===== src/rtl/bisr_pkg.sv =====
// -----------------------------------------------------------------------------
// bisr_pkg
//  Definitions shared by the BISR blocks (the fault-scan priority encoder and
//  the spare index decoder):
//   - state_e        : decoder handshake FSM states (IDLE / HOLD / FULL)
//   - ENC_IDX_LSB    : bit position of the index field inside an encoded code
//   - enc_active_pos : bit position of the ACTIVE flag (always the MSB of the code)
//   - bisr_clog2     : ceiling log2, kept here so the encoder and the decoder
//                      size their code fields identically
// -----------------------------------------------------------------------------
package bisr_pkg;

    typedef enum logic [1:0] {
        ST_IDLE = 2'd0,
        ST_HOLD = 2'd1,
        ST_FULL = 2'd2
    } state_e;

    // The index field sits at the bottom of the code, the ACTIVE flag on top.
    localparam int ENC_IDX_LSB = 0;

    function automatic int bisr_clog2(input int value);
        int result;
        result = 0;
        for (int v = value - 1; v > 0; v = v >> 1) begin
            result++;
        end
        return result;
    endfunction

    function automatic int enc_active_pos(input int output_width);
        return bisr_clog2(output_width);
    endfunction

endpackage


===== src/rtl/index_onehot_decoder.sv =====
// -----------------------------------------------------------------------------
// index_onehot_decoder
//  Pure combinational index -> one-hot decoder with an out-of-range flag.
//  Parameters:
//   OUTPUT_WIDTH : number of lanes decoded (>= 2)
//   DECODED_VAL  : value driven on the selected lane; all other lanes get the
//                  inverse
//   IDX_W        : index width, defaults to clog2(OUTPUT_WIDTH)
//  Ports:
//   idx_i       in   IDX_W          lane index
//   onehot_o    out  OUTPUT_WIDTH   one-hot select, polarity DECODED_VAL
//   range_err_o out  1              idx_i >= OUTPUT_WIDTH (no lane selected)
// -----------------------------------------------------------------------------
module index_onehot_decoder
    import bisr_pkg::*;
#(
    parameter int OUTPUT_WIDTH = 4,
    parameter bit DECODED_VAL  = 1'b1,
    parameter int IDX_W        = bisr_clog2(OUTPUT_WIDTH)
) (
    input  logic [IDX_W-1:0]        idx_i,
    output logic [OUTPUT_WIDTH-1:0] onehot_o,
    output logic                    range_err_o
);

    genvar gi;
    generate
        for (gi = 0; gi < OUTPUT_WIDTH; gi++) begin : g_lane
            assign onehot_o[gi] = (idx_i == IDX_W'(gi)) ? DECODED_VAL : ~DECODED_VAL;
        end
    endgenerate

    // One extra bit so that OUTPUT_WIDTH itself is representable for
    // power-of-two widths (where the flag can never assert).
    assign range_err_o = ({1'b0, idx_i} >= (IDX_W + 1)'(OUTPUT_WIDTH));

endmodule


===== src/rtl/spare_index_decoder.sv =====
// -----------------------------------------------------------------------------
// spare_index_decoder
//  Inverse of the BISR priority encoder. Takes {active, idx} codes through a
//  valid/ready handshake, turns each accepted active code into a registered
//  one-hot spare/faulty PE select and accumulates every claimed lane in an
//  allocation map for the remap logic.
//
//  Parameters:
//   OUTPUT_WIDTH      number of PE/spare lanes (>= 2)
//   DECODED_VAL       polarity of selected bits in decoded_out / alloc_map
//   NUM_ENCODED_BITS  clog2(OUTPUT_WIDTH), index field width
//
//  Ports:
//   clk          in   1                    clock, rising edge
//   rst          in   1                    asynchronous reset, active low
//   clear        in   1                    synchronous clear of map/count/output
//   in_valid     in   1                    encoded_in valid
//   in_ready     out  1                    decoder can accept a code
//   encoded_in   in   NUM_ENCODED_BITS+1   MSB = active, low bits = index
//   out_valid    out  1                    decoded_out holds a new select
//   out_ready    in   1                    consumer takes decoded_out
//   decoded_out  out  OUTPUT_WIDTH         registered one-hot select
//   alloc_map    out  OUTPUT_WIDTH         cumulative allocated lanes
//   alloc_count  out  NUM_ENCODED_BITS+1   number of allocated lanes
//   map_full     out  1                    alloc_count == OUTPUT_WIDTH
//   err_dup      out  1                    pulse: index already allocated
//   err_range    out  1                    pulse: index >= OUTPUT_WIDTH
//
//  Build option SPARE_DECODER_ERR_CHECK_EN:
//   defined   -> duplicate and out-of-range codes are dropped and flagged on
//                err_dup / err_range for one cycle after the accepting edge.
//   undefined -> err_dup = err_range = 0; duplicates are re-issued on
//                decoded_out without touching the map or the count, and
//                out-of-range codes are dropped silently.
// -----------------------------------------------------------------------------
module spare_index_decoder
    import bisr_pkg::*;
#(
    parameter int  OUTPUT_WIDTH     = 4,
    parameter bit  DECODED_VAL      = 1'b1,
    localparam int NUM_ENCODED_BITS = bisr_clog2(OUTPUT_WIDTH)
) (
    input  logic                        clk,
    input  logic                        rst,
    input  logic                        clear,
    input  logic                        in_valid,
    output logic                        in_ready,
    input  logic [NUM_ENCODED_BITS:0]   encoded_in,
    output logic                        out_valid,
    input  logic                        out_ready,
    output logic [OUTPUT_WIDTH-1:0]     decoded_out,
    output logic [OUTPUT_WIDTH-1:0]     alloc_map,
    output logic [NUM_ENCODED_BITS:0]   alloc_count,
    output logic                        map_full,
    output logic                        err_dup,
    output logic                        err_range
);

    localparam int CNT_W      = NUM_ENCODED_BITS + 1;
    localparam int ACTIVE_POS = enc_active_pos(OUTPUT_WIDTH);

    localparam logic [CNT_W-1:0] COUNT_MAX = CNT_W'(OUTPUT_WIDTH);
    localparam logic [CNT_W-1:0] COUNT_ONE = CNT_W'(1);

    // Internally selects and the map are kept active-high; polarity is only
    // applied at the outputs.
    state_e                    state_q, state_d;
    logic                      rdy_en_q;
    logic                      out_valid_q, out_valid_d;
    logic [OUTPUT_WIDTH-1:0]   sel_q, sel_d;
    logic [OUTPUT_WIDTH-1:0]   map_q, map_d;
    logic [CNT_W-1:0]          count_q, count_d;

    logic                        code_active;
    logic [NUM_ENCODED_BITS-1:0] code_idx;
    logic [OUTPUT_WIDTH-1:0]     dec_onehot;
    logic [OUTPUT_WIDTH-1:0]     lane_sel;
    logic                        idx_out_of_range;
    logic                        dup_hit;
    logic                        accept;
    logic                        full_now;

`ifdef SPARE_DECODER_ERR_CHECK_EN
    logic err_dup_q, err_dup_d;
    logic err_range_q, err_range_d;
`endif

    assign code_active = encoded_in[ACTIVE_POS];
    assign code_idx    = encoded_in[ENC_IDX_LSB +: NUM_ENCODED_BITS];

    index_onehot_decoder #(
        .OUTPUT_WIDTH (OUTPUT_WIDTH),
        .DECODED_VAL  (DECODED_VAL),
        .IDX_W        (NUM_ENCODED_BITS)
    ) u_onehot (
        .idx_i       (code_idx),
        .onehot_o    (dec_onehot),
        .range_err_o (idx_out_of_range)
    );

    // Back to active-high regardless of DECODED_VAL. An out-of-range index
    // yields an all-zero select, so it can never touch the map.
    assign lane_sel = DECODED_VAL ? dec_onehot : ~dec_onehot;
    assign dup_hit  = |(lane_sel & map_q);

    assign full_now = (count_q == COUNT_MAX);

    // rdy_en_q keeps in_ready low while reset is held and for the cycle in
    // which it is released, independent of the (async-reset) FSM state.
    assign in_ready = rdy_en_q & (state_q == ST_IDLE) & ~full_now;
    assign accept   = in_valid & in_ready;

    always_comb begin
        state_d     = state_q;
        out_valid_d = out_valid_q;
        sel_d       = sel_q;
        map_d       = map_q;
        count_d     = count_q;
`ifdef SPARE_DECODER_ERR_CHECK_EN
        err_dup_d   = 1'b0;
        err_range_d = 1'b0;
`endif
        if (clear) begin
            // Clear beats any same-cycle accept and drops a pending output.
            state_d     = ST_IDLE;
            out_valid_d = 1'b0;
            sel_d       = '0;
            map_d       = '0;
            count_d     = '0;
        end else begin
            unique case (state_q)
                ST_IDLE: begin
                    if (full_now) begin
                        // Only reached with out_valid already low.
                        state_d = ST_FULL;
                    end else if (accept && code_active) begin
                        if (idx_out_of_range) begin
`ifdef SPARE_DECODER_ERR_CHECK_EN
                            err_range_d = 1'b1;
`endif
                        end else if (dup_hit) begin
`ifdef SPARE_DECODER_ERR_CHECK_EN
                            err_dup_d   = 1'b1;
`else
                            // Re-issue the select; the lane is already counted.
                            sel_d       = lane_sel;
                            out_valid_d = 1'b1;
                            state_d     = ST_HOLD;
`endif
                        end else begin
                            sel_d       = lane_sel;
                            out_valid_d = 1'b1;
                            map_d       = map_q | lane_sel;
                            if (count_q != COUNT_MAX) begin
                                count_d = count_q + COUNT_ONE;
                            end
                            state_d     = ST_HOLD;
                        end
                    end
                end
                ST_HOLD: begin
                    if (out_ready) begin
                        out_valid_d = 1'b0;
                        state_d     = ST_IDLE;
                    end
                end
                ST_FULL: begin
                    state_d = ST_FULL;
                end
                default: begin
                    state_d     = ST_IDLE;
                    out_valid_d = 1'b0;
                end
            endcase
        end
    end

    always_ff @(posedge clk or negedge rst) begin
        if (!rst) begin
            state_q     <= ST_IDLE;
            rdy_en_q    <= 1'b0;
            out_valid_q <= 1'b0;
            sel_q       <= '0;
            map_q       <= '0;
            count_q     <= '0;
`ifdef SPARE_DECODER_ERR_CHECK_EN
            err_dup_q   <= 1'b0;
            err_range_q <= 1'b0;
`endif
        end else begin
            state_q     <= state_d;
            rdy_en_q    <= 1'b1;
            out_valid_q <= out_valid_d;
            sel_q       <= sel_d;
            map_q       <= map_d;
            count_q     <= count_d;
`ifdef SPARE_DECODER_ERR_CHECK_EN
            err_dup_q   <= err_dup_d;
            err_range_q <= err_range_d;
`endif
        end
    end

    assign out_valid   = out_valid_q;
    assign decoded_out = DECODED_VAL ? sel_q : ~sel_q;
    assign alloc_map   = DECODED_VAL ? map_q : ~map_q;
    assign alloc_count = count_q;
    assign map_full    = full_now;

`ifdef SPARE_DECODER_ERR_CHECK_EN
    assign err_dup   = err_dup_q;
    assign err_range = err_range_q;
`else
    assign err_dup   = 1'b0;
    assign err_range = 1'b0;
`endif

endmodule


===== config.mk =====
export PLATFORM = sky130hd
export DESIGN_NAME = spare_index_decoder
export DESIGN_NICKNAME = d
export VERILOG_FILES = /design/src/rtl/bisr_pkg.sv /design/src/rtl/index_onehot_decoder.sv /design/src/rtl/spare_index_decoder.sv
export SDC_FILE = /design/constraint.sdc
export NUM_CORES = 1
export LEC_CHECK = 0
export ABC_AREA = 1
export BUFFER_PORTS_ARGS = -buffer_cell sky130_fd_sc_hd__buf_2
export CAP_MARGIN = 20
export CORE_MARGIN = 1
export CORE_UTILIZATION = 35
export DETAILED_ROUTE_END_ITERATION = 12
export GPL_ROUTABILITY_DRIVEN = 0
export HOLD_SLACK_MARGIN = 0.05
export PLACE_DENSITY = 0.56
export SLEW_MARGIN = 20
export SYNTH_ARGS = -nofsm -noshare
export SYNTH_HDL_FRONTEND = slang
export SYNTH_SLANG_ARGS = --single-unit

===== constraint.sdc =====
create_clock -name clk -period 2.4 [get_ports clk]
set_input_delay 0.24 -clock clk [delete_from_list [all_inputs] [get_ports clk]]
set_output_delay 0.24 -clock clk [all_outputs]
set_load 0.02 [all_outputs]

After elaboration in Yosys (flattened, before gate mapping)
Index checks and enable logic that the tools add are counted.
{"block": "totals", "reg_bits": 15, "in_bits": 8, "output_inout_bits": 16, "word_cells": 68}
{"block": "op_classes", "addsub": 1, "n_eq_ne": 14, "muxes": 29, "bitwise": 6, "reduce_logical": 12}
{"operator": "$mux 4", "count": 9}
{"operator": "$mux 3", "count": 6}
{"operator": "$ne 3x3->1 const B", "count": 3}
{"operator": "$mux 1", "count": 8}
{"operator": "$mux 2", "count": 4}
{"operator": "$reduce_and 4->1", "count": 2}
{"operator": "$eq 2x2->1 const B", "count": 3}
{"operator": "$ne 2x2->1 const B", "count": 3}
{"operator": "$pmux 2 s3", "count": 1}
{"operator": "$reduce_bool 2->1", "count": 3}
{"operator": "$reduce_and 5->1", "count": 1}
{"operator": "$and 4x4->4", "count": 1}
{"operator": "$eq 2x1->1 const B", "count": 2}
{"operator": "$logic_not 2->1", "count": 2}
{"operator": "$ne 4x3->1 const B", "count": 1}
{"operator": "$or 4x4->4", "count": 1}
{"operator": "$reduce_or 4->1", "count": 1}
{"operator": "$add 3x1->3 const B", "count": 1}
{"operator": "$and 1x1->1", "count": 3}
{"operator": "$eq 3x3->1 const B", "count": 1}
{"operator": "$ne 3x2->1 const B", "count": 1}
{"operator": "$pmux 1 s3", "count": 1}
{"operator": "$reduce_and 3->1", "count": 1}
{"operator": "$reduce_and 2->1", "count": 1}
{"operator": "other kinds (2)", "count": 2}

Depth between registers and ports, before layout
{"block": "depth", "ltp_word": 9, "ltp_mapped": 10, "depth_no_buf": 10}

Hierarchy
Synthesis repeated with hierarchy kept, for this count alone.
{"block": "hier_totals", "hier_cells": 120, "area_unflattened_um2": 918.4}
{"mod": "spare_index_decoder", "instances": 1, "cells_per_inst": 111, "area_each_um2": 880.8, "seq_area_each_um2": 375.4}
{"mod": "index_onehot_decoder", "instances": 1, "cells_per_inst": 9, "area_each_um2": 37.5, "seq_area_each_um2": 0.0}

Least setup slack after synthesis
Ideal clock, no wire load.
{"block": "synth_path", "kind": "reg2reg", "startpoint": "register count_q[0], in the netlist alloc_count[0]", "endpoint": "register count_q[2], in the netlist alloc_count[2]", "setup_time_ns": 0.117, "arrival_ns": 1.418, "t_required_ns": 2.283, "slack_ns": 0.865, "stages_incl_launch_ff": 11, "n_path_buf": 0, "synth_period_minus_slack_ns": 1.535, "path_cell_list": "dfrtp_1 inv_1 ha_1 nand2_1 nand2_1 nor2_4 nand2_2 nand2_1 nand2_1 nand2_1 nand2_1"}
{"block": "synth_between", "elab_chain_len": 7, "elab_cells_between_ends": 17, "cone_classes": "add/sub (1); eq/ne (3); mux (6); bitwise (3); reduce/logical (4)"}
{"item": "start, declared", "line": "spare_index_decoder.sv:72", "rtl": "logic [CNT_W-1:0] count_q, count_d;"}
{"item": "start signal, assigned", "line": "spare_index_decoder.sv:196", "rtl": "count_q <= count_d;"}
{"item": "$eq 3x3->1", "line": "spare_index_decoder.sv:106", "rtl": "assign full_now = (count_q == COUNT_MAX);"}
{"item": "$not 1->1", "line": "spare_index_decoder.sv:110", "rtl": "assign in_ready = rdy_en_q & (state_q == ST_IDLE) & ~full_now;"}
{"item": "$and 1x1->1", "line": "spare_index_decoder.sv:110"}
{"item": "via in_ready", "line": "spare_index_decoder.sv:47", "rtl": "output logic in_ready,"}
{"item": "$and 1x1->1", "line": "spare_index_decoder.sv:111", "rtl": "assign accept = in_valid & in_ready;"}
{"item": "$logic_and 1x1->1", "line": "spare_index_decoder.sv:136", "rtl": "end else if (accept && code_active) begin"}
{"item": "$reduce_bool 2->1 (no source line)"}
{"item": "$reduce_and 5->1 (no source line)"}
The timed path passes the listed nets, and every way through them passes these cells. The select of a mux whose other input is x is not followed.
A chain may end at the register's enable or synchronous reset.

Worst setup path after layout
{"block": "layout_path", "startpoint": "register count_q[0], in the netlist alloc_count[0]", "endpoint": "output in_ready"}
{"block": "layout_between", "elab_chain_len": 3}
{"item": "$eq 3x3->1", "line": "spare_index_decoder.sv:106"}
{"item": "$not 1->1", "line": "spare_index_decoder.sv:110"}
{"item": "$and 1x1->1", "line": "spare_index_decoder.sv:110"}
{"item": "end, declared", "line": "spare_index_decoder.sv:47"}
Every way passes these cells.

==> results.md <==
- Initial core utilization: 0.385
- Commonest cells in the netlist: 36 x nand2_1, 15 x dfrtp_1, 9 x nand3_1
- Yosys top cell by area: dfrtp_1
- Die height: approximately 49 um
- R2r endpoint: alloc_count[1]
- Crit. End Element: output pin
- Status: finished clean
- Worst EP required: approximately 2.2 ns
- Synth cell types: 19
- CP max FO: 4
- #FFs+latches synth: 15
- Final period util: 0.675
- TritonCTS clock tree: yes
- DRT Pass-1 Iters: 4
- Post-Syn Area per Cell: ~8 um2
- Hold crit path type: in -> reg
- Antenna cell count: 0
- Total gr overflow: 0
- # DRC: 0
- Post-Synthesis Cells: 100
- Max Clock Freq: 617 MHz
- EDFF count, synth: 0
- Reg2reg path depth: 10
- Routed wire length per instance: about 10 um
- Worst skew pair latency: 0.29 ns
- Maxcap violations: 0
- Unrepaired setup endpoints after global routing: false
- Most common cell in the netlist: nand2_1
- I/O Pins: 24
- CP Launch Type: flip-flop
- XOR/XNOR share of the synthesized area: 0.0111
- Yosys top cell area share: 0.478
- Post-detail-place hpwl: around 1.1 mm
- Core area: between 0.002 and 0.0025 mm2
- Compound-Gate Fraction of Synth Area: 0.0159
- CTS Buffer Depth: 2
- Mux contribution to synthesized area: 0
- Final total power: 0.501 mW
- Leak pwr: 0.595 nW
- IO Port Bufs: 21
- Htree depth: 1
- Adder-Cell Fraction of Synth Area: 0.0318
- Clock Skews: 0.0142 ns
- Syn. warnings: 0
- CP Class: reg -> out
- DRT Wirelength: between 1.5 and 2 mm
- Synth-to-Final Area Change: 18.9%
- TNS Setup: 0 ns
- Largest net degree at the start of global routing: 19
- Pwr/cell area: about 540 mW/mm2
- Area of the mapped netlist: between 700 and 800 um2
- Vias: between 600 and 700
- Clk slew on worst S/H paths: around 0.1 ns
- Post-route ant nets: 0
- Hold Vio Cnt, Final: 0
- Antenna violations before repair: 0
- Ys async rst share: 1.00
- VDD IR max: between 300 and 400 uV
- Chip width: 49.4 um
- Overall Global Routing Usage: 0.146
- Fin. max-slew vios: 0
- Worst R2R Setup Slack: 1.00 ns
- Critical path arrival: about 1.4 ns
- Global-route wire length before repair: 2.62 mm
- Die area: roughly 0.0024 mm2
- Min Tclk post-route: about 1.6 ns
- Clk sink count: 15
- Ratio of cells with drive above 1 in the final layout: 0.244
- Largest family of logic cells by synthesized area: simple AND/OR/NAND/NOR gates
- Root buffer cell: clkbuf_4
- Nets: about 130
- Vias in the first global route: between 500 and 600
- Post-Synth Simple-Gate Area: 0.361
- Post-CTS Setup Repair Bufs: 0
- Vias per cell: 4.51
- Final setup viols: 0
- Reg-to-reg critical path startpoint: alloc_count[0]
- Top cells by area, synth: dfrtp_1 48%, nand2_1 17%, nand3_1 5.7%
- Worst Setup SP: alloc_count[0]
- DR iter-0 viols: 14
- Row cnt: 16
- Setup crit end: in_ready
- Register area share after synthesis: 0.478
- Top_reg_cell synth: dfrtp_1
- Num CTS Buffers: 3
final cells by class:
cell class	instances	area, um2
inverter	11	42.5
tap	27	33.8
timing repair buffer	22	115
sequential	15	375
fill	228	1110
clock buffer	4	26.3
multi-input combinational	71	342
registers in the layout (all words and copies together) (netlist names):
signal	flops
alloc_count	3
alloc_map	4
state_q	2
rdy_en_q	1
out_valid	1
decoded_out	4
timing repair:
action / in CTS / in global routing
hold buffers: 1 / 0
endpoints found under the setup margin: 0 / 0
gates resized for setup: 0 / 0
hold endpoints to repair: 15 / 0
kinds of logic after synthesis:
group           count (synthesis)
flops                          15
other cells                     2
compound gates                  2
simple gates                   63
buf+inv                        15
xor+xnor                        1
fa+ha+maj                       2
worst max-delay path: stages (launching register included):
cell,delay (ns)
dfrtp_1,0.40
inv_1,0.08
ha_1,0.19
nand2_1,0.07
nand2_1,0.08
nor2_4,0.09
buf_2,0.17
placed cells by master (no fill, tap or decap), drive strengths merged:
cell type    netlist  final
ha                 2      2
clkbuf             0      4
conb               2      3
dlygate4sd3        0      1
buf                4     21
nor2               9      9
nor3               1      1
nand3              9      9
o21bai             1      1
nand2             37     37
clkinv             1      1
xor2               1      1
dfrtp             15     15
nand4              7      7
o21ai              1      1
inv               10     10
routing by layer:
layer  track usage  vias to the layer above  wire length [um]
li1              -                      355                 -
met1         0.204                      297               781
met2         0.201                       21               663
met3        0.0374                        4                79
met4        0.0857                        0                27
met5             0                        -                 0
power breakdown:
group	internal [mW]	switching, mW	total, mW
logic	0.0258	0.0553	0.0811
registers	0.263	0.00764	0.271
clock network	0.0646	0.0848	0.149
worst min path at each step:
stage	start	endpoint	slack [ns]	depth (start not counted)
3_5_place_dp	rst	state_q[1]	0.17	1
4_1_cts	clear	state_q[1]	0.14	2
5_1_grt	clear	state_q[1]	0.14	2
6_report	clear	state_q[1]	0.14	2
2_1_floorplan	rst	alloc_count[0]	-0.06	0
3_3_place_gp	rst	state_q[1]	0.17	1
per-stage QoR:
stage | cell area (um2) | setup WS (ns) | utilization | std cells | hold slack, ns
final | 935 | 0.779 | 0.458 | 150 | 0.136
after global routing | 935 | 0.692 | 0.458 | 150 | 0.145
after CTS | 935 | 0.769 | 0.458 | 150 | 0.135
after detailed placement | 898 | 1.00 | 0.440 | 145 | 0.171
after global placement | 898 | 1.05 | 0.440 | 145 | 0.168
after floorplan | 790 | 0.865 | - | 101 | -0.0556
No activity file was read; power rests on OpenSTA's default activity.
